## src/rtl/dec32_pkg.sv

```systemverilog
// ----------------------------------------------------------------------------
// dec32_pkg
// Shared constants and types for the 5-to-32 one-hot decoder stream block.
//   DEC32_WIDTH : width of the decoded one-hot word
//   DEC32_IDX_W : width of the binary index
//   DEC32_CNT_W : width of the accepted-word counter
//   onehot_t    : 32-bit one-hot word type
// ----------------------------------------------------------------------------
package dec32_pkg;

  localparam int DEC32_WIDTH = 32;
  localparam int DEC32_IDX_W = 5;
  localparam int DEC32_CNT_W = 16;

  typedef logic [DEC32_WIDTH-1:0] onehot_t;
  typedef logic [DEC32_IDX_W-1:0] idx_t;
  typedef logic [DEC32_CNT_W-1:0] cnt_t;

endpackage : dec32_pkg

```

## src/rtl/dec32_onehot.sv

```systemverilog
// ----------------------------------------------------------------------------
// dec32_onehot
// Purely combinational 5-to-32 decoder. Sets bit idx of word, or produces an
// all-zero word when zero is asserted (idx is then ignored).
// Ports:
//   idx  : in  binary index 0..31
//   zero : in  request the all-zero word
//   word : out one-hot (or all-zero) word, LSB = index 0
// ----------------------------------------------------------------------------
module dec32_onehot
  import dec32_pkg::*;
(
  input  idx_t    idx,
  input  logic    zero,
  output onehot_t word
);

  always_comb begin
    // NOTE: assign a default before any conditional write so every path
    // drives the output and no latch is inferred.
    word = '0;
    if (!zero) begin
      word[idx] = 1'b1;
    end
  end

endmodule : dec32_onehot

```

## src/rtl/decoder_32bit_1cc_stream.sv

```systemverilog
// ----------------------------------------------------------------------------
// decoder_32bit_1cc_stream
// Valid/ready streaming 5-to-32 one-hot decoder with a single output register
// stage (1-cycle latency, full throughput) and a count of accepted words.
//
// Optional feature (macro DEC32_ACCUM_EN): a sticky OR-accumulator of every
// accepted word, exposed as acc_mask and cleared by acc_clr.
//
// Ports:
//   clk        : in  sole clock, rising edge
//   rst        : in  synchronous active-high reset
//   in_valid   : in  upstream presents a code word
//   in_ready   : out block accepts a code word this cycle
//   in_idx     : in  binary index 0..31
//   in_zero    : in  code word means "no bit set" (in_idx ignored)
//   out_valid  : out out_onehot holds a decoded word
//   out_ready  : in  downstream consumes the word this cycle
//   out_onehot : out decoded word
//   out_count  : out words accepted since reset (wraps at 16 bits)
//   acc_clr    : in  (DEC32_ACCUM_EN only) clear the accumulator
//   acc_mask   : out (DEC32_ACCUM_EN only) OR of accepted words
// ----------------------------------------------------------------------------
module decoder_32bit_1cc_stream
  import dec32_pkg::*;
(
  input  logic                   clk,
  input  logic                   rst,
  input  logic                   in_valid,
  output logic                   in_ready,
  input  logic [DEC32_IDX_W-1:0] in_idx,
  input  logic                   in_zero,
  output logic                   out_valid,
  input  logic                   out_ready,
  output logic [DEC32_WIDTH-1:0] out_onehot,
`ifdef DEC32_ACCUM_EN
  input  logic                   acc_clr,
  output logic [DEC32_WIDTH-1:0] acc_mask,
`endif
  output logic [DEC32_CNT_W-1:0] out_count
);

  onehot_t dec_word;
  logic    accept;

  dec32_onehot u_onehot (
    .idx  (in_idx),
    .zero (in_zero),
    .word (dec_word)
  );

  // The output register can take a new word when it is empty or is being
  // drained this cycle. During reset the port reads ready, but the reset
  // term below keeps anything from being accepted.
  assign in_ready = rst | ~out_valid | out_ready;
  assign accept   = in_valid & in_ready & ~rst;

  always_ff @(posedge clk) begin
    // NOTE: sequential state uses non-blocking assignments so all registers
    // update together from values sampled before the edge.
    if (rst) begin
      out_valid  <= 1'b0;
      out_onehot <= '0;
      out_count  <= '0;
    end else begin
      if (accept) begin
        // Covers the simultaneous consume+accept case: the new word replaces
        // the old one and out_valid stays high with no bubble.
        out_valid  <= 1'b1;
        out_onehot <= dec_word;
        out_count  <= out_count + 1'b1;
      end else if (out_ready) begin
        // out_onehot deliberately keeps its last value once consumed.
        out_valid <= 1'b0;
      end
    end
  end

`ifdef DEC32_ACCUM_EN
  always_ff @(posedge clk) begin
    if (rst) begin
      acc_mask <= '0;
    end else if (acc_clr) begin
      // Clear wins over the history, but a same-cycle accept still lands.
      acc_mask <= accept ? dec_word : '0;
    end else if (accept) begin
      acc_mask <= acc_mask | dec_word;
    end
  end
`endif

endmodule : decoder_32bit_1cc_stream

```

## config.mk

```make
export PLATFORM = sky130hd
export DESIGN_NAME = decoder_32bit_1cc_stream
export DESIGN_NICKNAME = d
export VERILOG_FILES = /design/src/rtl/dec32_pkg.sv /design/src/rtl/dec32_onehot.sv /design/src/rtl/decoder_32bit_1cc_stream.sv
export SDC_FILE = /design/constraint.sdc
export NUM_CORES = 1
export LEC_CHECK = 0
export CORE_MARGIN = 5
export CORE_UTILIZATION = 30
export CTS_CLUSTER_DIAMETER = 120
export DETAILED_ROUTE_END_ITERATION = 10
export PLACE_DENSITY = 0.65
export SYNTH_ARGS = -nofsm -noshare
export SYNTH_HDL_FRONTEND = slang
export SYNTH_SLANG_ARGS = --single-unit
```

## constraint.sdc

```tcl
create_clock -name clk -period 1.5 [get_ports clk]
set_input_delay 0.225 -clock clk [delete_from_list [all_inputs] [get_ports clk]]
set_output_delay 0.225 -clock clk [all_outputs]
set_load 0.005 [all_outputs]
```

==> impl_metrics.yaml, run 1 <==
synth:
  syn-num-nets: 186
  yosysWarnings: 0
  synth_top_family_by_area: "compound AO/OA/AOI/OAI gates"
  syn_inst: 175
  avgSynthCellArea_um2: 10.4
  muxShareOfSynthArea: 0
  synth.distinct_cells: 30
  synth-xor-area-share: 0.0338
  synth.yosys.seq_area_share: 0.540
  synth_compound_area_frac: 0.205
  ys_seq_elements: 49
  synth_area_um2: 1820
  synthSimpleGateAreaFrac: 0.199
  synth_adder_area_share: 0.00689
global_route:
  grt_overflow_total: 0
  top_usage_layer: "met2"
  first_global_vias: 1792
  grtUsageMet3: 0.0508
  met1_usage: 0.169
  use_met2: 0.222
  grt_pass1_wl_mm: 8.27
  grt_max_degree: 15
  grtUsageTotal: 0.136
  antenna_found_initial: 0
detailed_routing:
  drc: 0
  antenna_left: 0
  routed_wl_mm: 5.25
  avgRoutedWirePerCell_um: 14.8
  drtPass1Iterations: 4
  vias_per_cell: 4.94
  num_vias: 1758
  drtIter0Drc: 63
placed_design:
  hpwl_mm: 3.68
  port_buffers: 59
  gp_congestion: 0.756
  placed_cell_area_um2: 2800
cts:
  cts_buffer_depth: 2
  cts_root_buf: "clkbuf_8"
  clk_latency_ns: 0.29
  clkSinkCount: 49
  clk_pin_slew_worst_paths_ns: 0.08
  numCtsBuffers: 5
  tritoncts: "built"
  cts_max_level: 2
timing:
  finalCritPeriodShare: 1.05
  finalHoldViolCount: 0
  fin_ws_ns: -0.0694
  final-max-slew-violation-count: 0
  rsz0062_at_grt: "yes"
  finalCriticalPeriod_ns: 1.57
  finClkSkew_ns: 0.00188
  setup_viol: 6
  whs_ns: 0.467
  tightest_slew_ns: 0.394
  fmaxAchievable_ghz: 0.637
  maxSlewHeadroom: 0.733
layout:
  final_common_cell: "clkdlybuf4s50_1"
  drive_gt1_frac: 0.299
  n_antenna_cell: 0
  fill_cells: 543
  nets: 292
  synthToLayoutAreaGrowth_pct: 68.3
  fin_area_um2: 3060
  final_cell_mix: "clkdlybuf4s50_1 (44), buf_4 (41), dfxtp_1 (37)"
critical_path:
  crit_slowest_cell: "or4_4"
  startpoint_type: "flop"
  worstPathArrival_ns: 1.80
  endpoint_kind: "flop"
  cp_max_fo: 6
  crit_type: "flop to flop"
  crit_chain: "nand2_2 -> or4_4 -> or4_1 -> a21oi_1"
  worst-r2r-setup-slack_ns: -0.07
  cpPeakStageDelay_ns: 0.56
  crit_required_ns: 1.73
pwr:
  power_density_nw_per_um2: 796
  ir_drop_mv: 0.558
  p_leak_nw: 1.25
  power_mw: 2.43
outcome:
  violations: "setup timing"
  status: "finished, violations left"
die:
  num_io_pins: 60
  row_count: 28
  dieArea_um2: 7710
  die_y_um: 87.8
  initial_utilization: 0.308
  core_area_um2: 5890
  die_x_um: 87.8
flow_run:
  drv_cap: 0
hold_path:
  min-delay-path-class: "flop to flop"
==> state kept, by name, summed over array words and instances (netlist names) <==
signal / flops
out_onehot: 32
out_count: 16
out_valid: 1
==> metal layers <==
metal  vias to the layer above  share of wire
li1                        871              -
met1                       821           0.44
met2                        62           0.47
met3                         4          0.083
met4                         0         0.0069
met5                         -              0
==> where the power goes <==
part	switching, mW	internal (mW)	total [mW]
logic	0.0980	0.116	0.214
registers	0.00812	1.31	1.32
clock network	0.413	0.485	0.898
total	0.519	1.91	2.43
==> critical path, delay by kind of cell (launching register included) <==
kind / cells / cell delay [ns]
AOI/OAI and AO/OA: 1 / 0.12
DFF: 1 / 0.36
and+or+nand+nor: 3 / 1.03
==> synth_stat cells <==
| cell type | count | area share |
|---|---|---|
| dfxtp_1 | 49 | 0.54 |
| o2bb2ai_1 | 31 | 0.15 |
| nand2_1 | 11 | 0.023 |
| nor2_1 | 10 | 0.021 |
| a21oi_1 | 8 | 0.022 |
| nand3_1 | 8 | 0.022 |
| o21ai_0 | 7 | 0.019 |
| or3_1 | 7 | 0.024 |
| clkbuf_1 | 5 | 0.010 |
| nand2b_1 | 4 | 0.014 |
| xor2_1 | 4 | 0.019 |
| nand3b_1 | 3 | 0.012 |
| or4_1 | 3 | 0.012 |
| xnor2_1 | 3 | 0.014 |
| and3_1 | 2 | 0.0069 |
| and4_1 | 2 | 0.0097 |
| nand4_1 | 2 | 0.0069 |
| nor4_1 | 2 | 0.0069 |
| o31ai_1 | 2 | 0.0083 |
| or3b_2 | 2 | 0.0097 |
| a2bb2o_1 | 1 | 0.0055 |
| buf_1 | 1 | 0.0021 |
| buf_2 | 1 | 0.0028 |
| ha_1 | 1 | 0.0069 |
| nand2b_4 | 1 | 0.0076 |
| nand4b_1 | 1 | 0.0048 |
| nor2b_1 | 1 | 0.0034 |
| nor2b_4 | 1 | 0.0076 |
| nor3_1 | 1 | 0.0028 |
| nor4b_1 | 1 | 0.0048 |
==> stage by stage <==
| stage | TNS [ns] | setup slack (ns) | cells | util |
|---|---|---|---|---|
| CTS | -0.129 | -0.0752 | 356 | 0.507 |
| finish | -0.142 | -0.0694 | 356 | 0.519 |
| detailed placement | -12.43 | -0.516 | 340 | 0.475 |
| global route | -0.685 | -0.140 | 356 | 0.519 |
| floorplan | -0.279 | -0.0571 | 175 | - |
| global placement | -11.56 | -0.516 | 340 | 0.475 |
==> kinds of logic after synthesis <==
family | after synthesis
compound gates | 49
xor+xnor | 7
fa+ha+maj | 1
buf+inv | 7
flops | 49
simple gates | 62
==> cell type report <==
cell class                 count  area (um^2)  area share
multi-input combinational    119          877       0.287
clock buffer                   5         68.8      0.0225
tap                           75         93.8      0.0307
sequential                    49          998       0.327
clock inverter                 2         35.0      0.0115
timing repair buffer         106          982       0.321
==> final timing paths <==
kind / startpoint / endpoint / cells past startpoint
setup / recovery: out_count[0] / out_count[15] / 4
hold / removal: out_onehot[1] / out_onehot[1] / 1
setup reg to reg: out_count[0] / out_count[15] / 4
hold reg to reg: out_onehot[1] / out_onehot[1] / 1
==> timing repair <==
item                                    4_1_cts  5_1_grt
pin swaps                                     7        8
endpoints found under the setup margin       14       39
buffers inserted                              9        0
hold buffers                                  0        0
gates resized for setup                      16       28
Note: power is estimated with default switching activity, not from simulation.
==> run 2, diff against run 1 <==
SLEW_MARGIN = 20   (was unset)
==> results of run 2 <==
Final layout, timing and power as in run 1 (identical DEF).
